==> src/rtl/uart_rx_deserializer_if.sv <==
// Receive-side handshake bundle: head-of-FIFO data with its error flags,
// plus the consumer's ready.
`timescale 1ns/1ps
interface uart_rx_deserializer_if #(
    parameter int DATA_WIDTH = 8
);
    logic [DATA_WIDTH-1:0] rx_data;
    logic                  rx_valid;
    logic                  rx_ready;
    logic                  parity_err;
    logic                  frame_err;

    modport master (
        output rx_data,
        output rx_valid,
        output parity_err,
        output frame_err,
        input  rx_ready
    );

    modport slave (
        input  rx_data,
        input  rx_valid,
        input  parity_err,
        input  frame_err,
        output rx_ready
    );
endinterface

==> src/rtl/uart_rx_deserializer.sv <==
// UART receiver: synchronizes rx, samples each bit at mid-bit, and queues
// {data, parity_err, frame_err} in a small FIFO with overrun detection.
`timescale 1ns/1ps
module uart_rx_deserializer #(
    parameter int CLKS_PER_BIT = 16,
    parameter int DATA_WIDTH   = 8,
    parameter int PARITY_EN    = 1,
    parameter int PARITY_ODD   = 0,
    parameter int FIFO_DEPTH   = 4
) (
    input  logic                   clk,
    input  logic                   rst,
    input  logic                   rx,
    uart_rx_deserializer_if.master rx_bus,
    output logic                   overrun_err,
    output logic                   busy
);
    localparam int CW = $clog2(CLKS_PER_BIT);
    localparam int BW = (DATA_WIDTH > 1) ? $clog2(DATA_WIDTH) : 1;
    localparam int AW = $clog2(FIFO_DEPTH);
    localparam int EW = DATA_WIDTH + 2;

    localparam logic [CW-1:0] BIT_LAST  = CW'(CLKS_PER_BIT - 1);
    localparam logic [CW-1:0] HALF_LAST = CW'(CLKS_PER_BIT / 2 - 1);
    localparam logic [BW-1:0] DATA_LAST = BW'(DATA_WIDTH - 1);

    typedef enum logic [2:0] {
        IDLE,
        START,
        DATA,
        PARITY,
        STOP
    } state_t;

    logic rx_meta_reg;
    logic rx_sync_reg;
    logic rx_prev_reg;

    state_t                state_reg, state_next;
    logic [CW-1:0]         clk_cnt_reg, clk_cnt_next;
    logic [BW-1:0]         bit_cnt_reg, bit_cnt_next;
    logic [DATA_WIDTH-1:0] shift_reg, shift_next;
    logic                  par_err_reg, par_err_next;
    logic                  push;
    logic                  push_frame_err;

    logic [EW-1:0] mem [FIFO_DEPTH];
    logic [AW:0]   wr_ptr_reg;
    logic [AW:0]   rd_ptr_reg;
    logic          overrun_reg;
    logic          fifo_empty;
    logic          fifo_full;
    logic          pop;
    logic          push_ok;
    logic [EW-1:0] head;

    // rx_prev tracks the synchronized line so IDLE only reacts to a real falling edge.
    always_ff @(posedge clk or negedge rst) begin
        if (!rst) begin
            rx_meta_reg <= 1'b1;
            rx_sync_reg <= 1'b1;
            rx_prev_reg <= 1'b1;
        end else begin
            rx_meta_reg <= rx;
            rx_sync_reg <= rx_meta_reg;
            rx_prev_reg <= rx_sync_reg;
        end
    end

    always_ff @(posedge clk or negedge rst) begin
        if (!rst) begin
            state_reg   <= IDLE;
            clk_cnt_reg <= '0;
            bit_cnt_reg <= '0;
            shift_reg   <= '0;
            par_err_reg <= 1'b0;
        end else begin
            state_reg   <= state_next;
            clk_cnt_reg <= clk_cnt_next;
            bit_cnt_reg <= bit_cnt_next;
            shift_reg   <= shift_next;
            par_err_reg <= par_err_next;
        end
    end

    always_comb begin
        state_next     = state_reg;
        clk_cnt_next   = clk_cnt_reg + 1'b1;
        bit_cnt_next   = bit_cnt_reg;
        shift_next     = shift_reg;
        par_err_next   = par_err_reg;
        push           = 1'b0;
        push_frame_err = 1'b0;
        case (state_reg)
            IDLE: begin
                clk_cnt_next = '0;
                bit_cnt_next = '0;
                par_err_next = 1'b0;
                if (rx_prev_reg && !rx_sync_reg) begin
                    state_next = START;
                end
            end
            START: begin
                if (clk_cnt_reg == HALF_LAST) begin
                    clk_cnt_next = '0;
                    state_next   = rx_sync_reg ? IDLE : DATA;
                end
            end
            DATA: begin
                if (clk_cnt_reg == BIT_LAST) begin
                    clk_cnt_next = '0;
                    shift_next   = {rx_sync_reg, shift_reg[DATA_WIDTH-1:1]};
                    if (bit_cnt_reg == DATA_LAST) begin
                        bit_cnt_next = '0;
                        state_next   = (PARITY_EN != 0) ? PARITY : STOP;
                    end else begin
                        bit_cnt_next = bit_cnt_reg + 1'b1;
                    end
                end
            end
            PARITY: begin
                if (clk_cnt_reg == BIT_LAST) begin
                    clk_cnt_next = '0;
                    par_err_next = (^shift_reg) ^ rx_sync_reg ^ 1'(PARITY_ODD);
                    state_next   = STOP;
                end
            end
            STOP: begin
                if (clk_cnt_reg == BIT_LAST) begin
                    clk_cnt_next   = '0;
                    push           = 1'b1;
                    push_frame_err = !rx_sync_reg;
                    state_next     = IDLE;
                end
            end
            default: begin
                state_next   = IDLE;
                clk_cnt_next = '0;
            end
        endcase
    end

    // Extra pointer MSB tells full from empty when the index bits match.
    assign fifo_empty = (wr_ptr_reg == rd_ptr_reg);
    assign fifo_full  = (wr_ptr_reg[AW] != rd_ptr_reg[AW]) &&
                        (wr_ptr_reg[AW-1:0] == rd_ptr_reg[AW-1:0]);
    assign pop        = !fifo_empty && rx_bus.rx_ready;
    assign push_ok    = push && (!fifo_full || pop);

    always_ff @(posedge clk or negedge rst) begin
        if (!rst) begin
            wr_ptr_reg  <= '0;
            rd_ptr_reg  <= '0;
            overrun_reg <= 1'b0;
        end else begin
            if (push_ok) begin
                wr_ptr_reg <= wr_ptr_reg + 1'b1;
            end
            if (pop) begin
                rd_ptr_reg <= rd_ptr_reg + 1'b1;
            end
            overrun_reg <= push && !push_ok;
        end
    end

    always_ff @(posedge clk) begin
        if (push_ok) begin
            mem[wr_ptr_reg[AW-1:0]] <= {shift_reg, par_err_reg, push_frame_err};
        end
    end

    // Gate the head with empty so outputs read zero after reset regardless of RAM contents.
    assign head                = fifo_empty ? '0 : mem[rd_ptr_reg[AW-1:0]];
    assign rx_bus.rx_data      = head[EW-1:2];
    assign rx_bus.parity_err   = head[1];
    assign rx_bus.frame_err    = head[0];
    assign rx_bus.rx_valid     = !fifo_empty;
    assign overrun_err         = overrun_reg;
    assign busy                = (state_reg != IDLE);
endmodule

==> src/flat_wrapper.sv <==
// flat-port wrapper written by rule: the top's interface ports become plain ports
module uart_rx_deserializer_flat 
#(
    parameter int CLKS_PER_BIT = 16,
    parameter int DATA_WIDTH   = 8,
    parameter int PARITY_EN    = 1,
    parameter int PARITY_ODD   = 0,
    parameter int FIFO_DEPTH   = 4
)
  (clk, rst, rx, overrun_err, busy, rx_bus_rx_data, rx_bus_rx_valid, rx_bus_parity_err, rx_bus_frame_err, rx_bus_rx_ready);
  uart_rx_deserializer_if #(.DATA_WIDTH(DATA_WIDTH)) rx_bus_i ();
  input  logic clk;
  input  logic rst;
  input  logic rx;
  output logic overrun_err;
  output logic busy;
  output wire logic [$bits(rx_bus_i.rx_data)-1:0] rx_bus_rx_data;
  output wire logic [$bits(rx_bus_i.rx_valid)-1:0] rx_bus_rx_valid;
  output wire logic [$bits(rx_bus_i.parity_err)-1:0] rx_bus_parity_err;
  output wire logic [$bits(rx_bus_i.frame_err)-1:0] rx_bus_frame_err;
  input wire logic [$bits(rx_bus_i.rx_ready)-1:0] rx_bus_rx_ready;
  assign rx_bus_rx_data = rx_bus_i.rx_data;
  assign rx_bus_rx_valid = rx_bus_i.rx_valid;
  assign rx_bus_parity_err = rx_bus_i.parity_err;
  assign rx_bus_frame_err = rx_bus_i.frame_err;
  assign rx_bus_i.rx_ready = rx_bus_rx_ready;
  uart_rx_deserializer #(.CLKS_PER_BIT(CLKS_PER_BIT), .DATA_WIDTH(DATA_WIDTH), .PARITY_EN(PARITY_EN), .PARITY_ODD(PARITY_ODD), .FIFO_DEPTH(FIFO_DEPTH)) u_core (.clk(clk), .rst(rst), .rx(rx), .rx_bus(rx_bus_i), .overrun_err(overrun_err), .busy(busy));
endmodule
==> config.mk <==
export PLATFORM = sky130hd
export DESIGN_NAME = uart_rx_deserializer_flat
export DESIGN_NICKNAME = d
export VERILOG_FILES = /design/src/rtl/uart_rx_deserializer_if.sv /design/src/rtl/uart_rx_deserializer.sv /design/src/flat_wrapper.sv
export SDC_FILE = /design/constraint.sdc
export NUM_CORES = 1
export LEC_CHECK = 0
export ABC_CLOCK_PERIOD_IN_PS = 4600
export CAP_MARGIN = 20
export CORE_ASPECT_RATIO = 1.5
export CORE_UTILIZATION = 55
export DETAILED_ROUTE_END_ITERATION = 16
export GPL_TIMING_DRIVEN = 1
export PLACE_DENSITY = 0.74
export SYNTH_ARGS = -nofsm -noshare
export SYNTH_HDL_FRONTEND = slang
export SYNTH_SLANG_ARGS = --single-unit
==> constraint.sdc <==
create_clock -name clk -period 4.6 [get_ports clk]
set_input_delay 0.46 -clock clk [delete_from_list [all_inputs] [get_ports clk]]
set_output_delay 0.46 -clock clk [all_outputs]
set_load 0.05 [all_outputs]
# Word-level counts from Yosys, hierarchy flattened
# Memory sizes are Yosys's and may differ from the RTL's.
# Index checks and enable logic that the tools add are counted.
[classes]
n_reduce_logical = 20
n_bitwise = 1
div_mod_pow = 0
mul = 0
mux = 23
addsub = 4
eq_ne = 16
shifts = 0
magnitude_cmp = 0
[op_table]
columns = ["op", "count"]
rows = [
  ["two-way mux 3 bit", 8],
  ["case mux 3 bit (5 select lines)", 1],
  ["!= test 2 x 1 -> 1 bit, second input constant", 6],
  ["two-way mux 10 bit", 1],
  ["adder 3 x 1 -> 3 bit, second input constant", 3],
  ["two-way mux 4 bit", 2],
  ["case mux 4 bit (2 select lines)", 1],
  ["XOR reduction 8 bit", 1],
  ["two-way mux 1 bit", 7],
  ["== test 3 x 2 -> 1 bit, second input constant", 2],
  ["== test 3 bit, second input constant", 2],
  ["case mux 3 bit (2 select lines)", 1],
  ["AND reduction 2 bit", 3],
  ["AND reduction 6 bit", 1],
  ["logical AND 1 bit", 5],
  ["adder 4 x 1 -> 4 bit, second input constant", 1],
  ["== test 4 x 3 -> 1 bit, second input constant", 1],
  ["== test 4 bit, second input constant", 1],
  ["logical NOT 1 bit", 4],
  ["nonzero test 2 bit", 2],
  ["== test 3 x 1 -> 1 bit, second input constant", 1],
  ["== test 3 bit", 1],
  ["logical NOT 3 bit", 1],
  ["nonzero test 3 bit", 1],
  ["other kinds (7)", 7],
]
[word_totals]
input_bits = 4
latch_bits = 0
mem_bits_rw = 40
reg_bits = 29
mem_count = 1
mem_bits_ro = 0
output_inout_bits = 13
[mem_list]
columns = ["memory", "depth", "width", "read_ports", "rd_clocked_by_memory_dff", "wr", "line", "text"]
rows = [
  ["u_core.mem", 4, 10, 1, 0, 1, "uart_rx_deserializer.sv:47", "logic [EW-1:0] mem [FIFO_DEPTH];"],
]

# Logic depth before layout (Yosys ltp)
[logic_depth]
word_depth = 7
depth_mapped = 6
ltp_nobuf = 5

# Worst setup path before layout
# Ideal clock, no wire load.
[synth_timing]
path_kind = "flip-flop to output port"
start = "register u_core.wr_ptr_reg[2]"
end = "output port rx_bus_frame_err"
required_time_ns = 4.140
arrival_time_ns = 1.839
path_slack_ns = 2.301
path_stages_with_launch = 5
n_path_buf = 1
cell_sequence = "dfrtp_1 -> xor2_1 -> nand3b_1 -> clkbuf_1 -> and2_1"
[synth_via]
elab_chain_cells = 2
[synth_rtl]
columns = ["element", "line", "text"]
rows = [
  ["start, declared", "uart_rx_deserializer.sv:48", "logic [AW:0] wr_ptr_reg;"],
  ["start signal, assigned", "uart_rx_deserializer.sv:157", "wr_ptr_reg <= wr_ptr_reg + 1'b1;"],
  ["== test 3 bit", "uart_rx_deserializer.sv:144", "assign fifo_empty = (wr_ptr_reg == rd_ptr_reg);"],
  ["two-way mux 10 bit", "uart_rx_deserializer.sv:173", "assign head = fifo_empty ? '0 : mem[rd_ptr_reg[AW-1:0]];"],
  ["end, declared", "flat_wrapper.sv:20", "output wire logic [$bits(rx_bus_i.frame_err)-1:0] rx_bus_frame_err;"],
]
# No other way between the ends.

# Worst setup path after layout
[layout_timing]
start = "register u_core.rd_ptr_reg[0]"
end = "output port rx_bus_frame_err"
[layout_via]
elab_chain_cells = 2
[layout_rtl]
columns = ["element", "line", "text"]
rows = [
  ["start, declared", "uart_rx_deserializer.sv:49", "logic [AW:0] rd_ptr_reg;"],
  ["start signal, assigned", "uart_rx_deserializer.sv:160", "rd_ptr_reg <= rd_ptr_reg + 1'b1;"],
  ["memory read (4 x 10 bit) / == test 3 bit (equally long branches)", "n/a", ""],
  ["two-way mux 10 bit (*)", "uart_rx_deserializer.sv:173", ""],
]
# Mark *: on every way between the ends. The rest lies on a longest branch, timed or not.

==> summary.md <==
| Metric | Value |
|---|---|
| Crit path cell chain | xnor2_1 > nand3b_1 > and2_1 > clkdlybuf4s50_1 |
| Synth unique cells | 36 |
| Inst Count DP | 263 |
| Core footprint | 5205 µm² |
| Fraction of layout cells with a size suffix above 1 | 23.70% |
| Prevailing post-synth register cell | edfxtp_1 |
| Post-route insts no fill | 279 |
| Rel. slew slack | 52.25% |
| Antenna-violating nets left | 0 |
| Max reg flops | 40 |
| EDFF count, synth | 40 |
| CP required | 4.14 ns |
| Row cnt | 32 |
| Largest net degree at the start of global routing | 30 |
| Layout Area Growth over Synthesis | 14.56% |
| RSZ-0062 raised after global routing | false |
| Fin crit share | 69.49% |
| WS Path Type | reg2out |
| Final setup violation count | 0 |
| Setup crit start | u_core.rd_ptr_reg[0] |
| FILL cells | 379 |
| Wire length of the first global-routing pass | 7941 µm |
| Pwr Total | 1.449 mW |
| FF+latch count, synth | 69 |
| TNS Setup | 0 ns |
| Hold buffers post-CTS | 0 |
| Number of max-cap violations | 0 |
| Clock tree buffer depth | 2 |
| Die width | 62.21 µm |
| Gr usage total | 19.40% |
| Synth Area in Simple Gates | 11.13% |
| Most frequent cells in the layout | edfxtp_1 (40), dfrtp_1 (26), clkdlybuf4s50_1 (16) |
| Clock Latency Late Sink | 0.35 ns |
| Largest family of logic cells by synthesized area | multiplexers |
| CP max stage delay | 0.81 ns |
| Reg2Reg Depth | 4 |
| Reg-to-Reg End | u_core.rd_ptr_reg[1] |
| Adder-Cell Fraction of Synth Area | 3.347% |
| Hold_sp | u_core.rx_meta_reg |
| Post-layout min period | 3.197 ns |
| Maximum vdd drop | 0.2441 mV |
| Avg Inst Size Synth | 16.08 µm² |
| Commonest non-fill, non-tap cell in the layout | edfxtp_1 |
| Post-Route Skew | 0.007143 ns |
| CTS Sinks | 69 |
| Slowest CP cell | dfrtp_1 |
| Initial Util | 57.45% |
| Avg Vias per Cell | 5.616 |
| Maximum fanout along the worst path | 13 |
| Nets | 218 |
| Worst-margin pin slew | 0.7162 ns |
| Slew Viols, Final | 0 |
| PwrDens | 423.1 nW/µm² |
| Post-synthesis mux area share | 11.63% |
| Reg2reg start | u_core.rd_ptr_reg[0] |
| Compound-Gate Fraction of Synth Area | 2.218% |
| 1st-pass router iterations | 4 |
| CTS Buf Count | 9 |
| Iteration-0 DRC Markers | 73 |
| LEAKAGE | 1.409 nW |
| Reg2reg setup slack | 2.51 ns |
| Hold path endpoint | u_core.rx_sync_reg |
| Worst min path class | reg2reg |
| Routability cong. | 0.7077 |
| Initial antenna violation count | 0 |
| Worst Path Buf+Inv | 1 |
| Yosys warning total | 0 |
| Mapped Area | 2990 µm² |
| WHS Path Cells | 0 |
| Grt ovf | 0 |
| Status | complete, no violations |
| CP top delay family | flip-flops |
| XOR/XNOR Fraction of Synth Area | 5.397% |
| Register area share after synthesis | 64.56% |
| Number of global-route vias before repair | 1664 |
| Synth async-reset ratio | 42.03% |
| H-tree Lvls | 3 |
| Wirelength per Cell | 17.14 µm |
| Chip height | 92.31 µm |
| Worst-path clk slew | 0.07 ns |
| Cts repair resizes | 0 |
| Die area | 5742 µm² |
| Final HPWL DP | 3271 µm |
| Post-synthesis cell count | 186 |
| CP arrival | 2.74 ns |
| I/O Buffers | 16 |
| Syn nets | 198 |
| CP Launch Type | flip-flop |
| CTS tree | built |
| F_max | 312.8 MHz |
| N_diodes | 0 |
| DRC viols | 0 |
| CP Capture Type | output pin |
| DR vias | 1567 |
| Post-CTS setup buffer count | 0 |
| Hold Vio Cnt, Final | 0 |
| Clock root cell | clkbuf_8 |
| WL final | 4781 µm |
| IO Pins | 17 |
layer usage:
layer  track usage, %  wire (µm)  vias up
met5                0          0        -
li1                 -          -      730
met1            19.45       1790      798
met3            4.926        126       14
met4            9.884        111        0
met2            36.45       2752       25
cell type report:
type	instances	area [µm²]	share of cell area, %
clock inverters	7	98.84	2.885
well taps	68	85.08	2.484
inverters	3	11.26	0.3287
flip-flops and latches	69	1931	56.35
repair buffers	17	167.7	4.894
multi-input cells	106	1008	29.44
clock buffers	9	123.9	3.616
how the worst max path moves through the flow:
stage	to	cells past startpoint
after global placement	rx_bus_rx_data[4]	4
after detailed placement	rx_bus_rx_data[3]	4
after CTS	rx_bus_rx_data[3]	4
after floorplan	rx_bus_frame_err	4
final	rx_bus_frame_err	4
after global routing	rx_bus_rx_data[3]	4
metrics by stage:
stage               setup slack, ns  utilization [%]  instance area, µm²  hold WS, ns
floorplan                     2.301                -                2990       0.1644
global placement              1.750            61.54                3203       0.3475
detailed placement            1.669            61.54                3203       0.3512
CTS                           1.290            65.82                3426       0.3651
global route                  1.116            65.82                3426       0.3664
finish                        1.403            65.82                3426       0.3629
cell families after synthesis:
family | after synthesis
DFF | 69
muxes | 21
xor gates and xnor gates | 16
and+or+nand+nor | 50
adders and majority gates | 8
AOI/OAI and AO/OA | 11
buffers and inverters | 11
cells in the mapped netlist, types with 2 or more instances:
library cell / count / area [µm²]
ha_1: 8 / 100.1
dfrtp_1: 26 / 650.6
dfstp_2: 3 / 78.83
inv_1: 3 / 11.26
clkbuf_1: 4 / 15.01
mux2_2: 10 / 112.6
nand3b_1: 2 / 15.01
xor2_1: 5 / 43.79
mux4_2: 10 / 225.2
buf_2: 2 / 10.01
nor2_1: 7 / 26.28
nand4b_1: 2 / 17.52
nand2_1: 8 / 30.03
nand3_1: 5 / 25.02
and3_2: 3 / 22.52
edfxtp_1: 40 / 1201
and2_1: 10 / 62.56
xnor2_1: 9 / 78.83
a22oi_1: 2 / 15.01
and3_1: 3 / 18.77
nor3_1: 2 / 10.01
buf_4: 2 / 15.01
o21ai_0: 7 / 35.03
where the power goes:
group	leakage, nW	internal (mW)	switching, mW
Sequential	0.803	0.667	0.0636
Combinational	0.496	0.0917	0.0882
Clock	0.110	0.307	0.231
(Power assumes the default switching activity.)
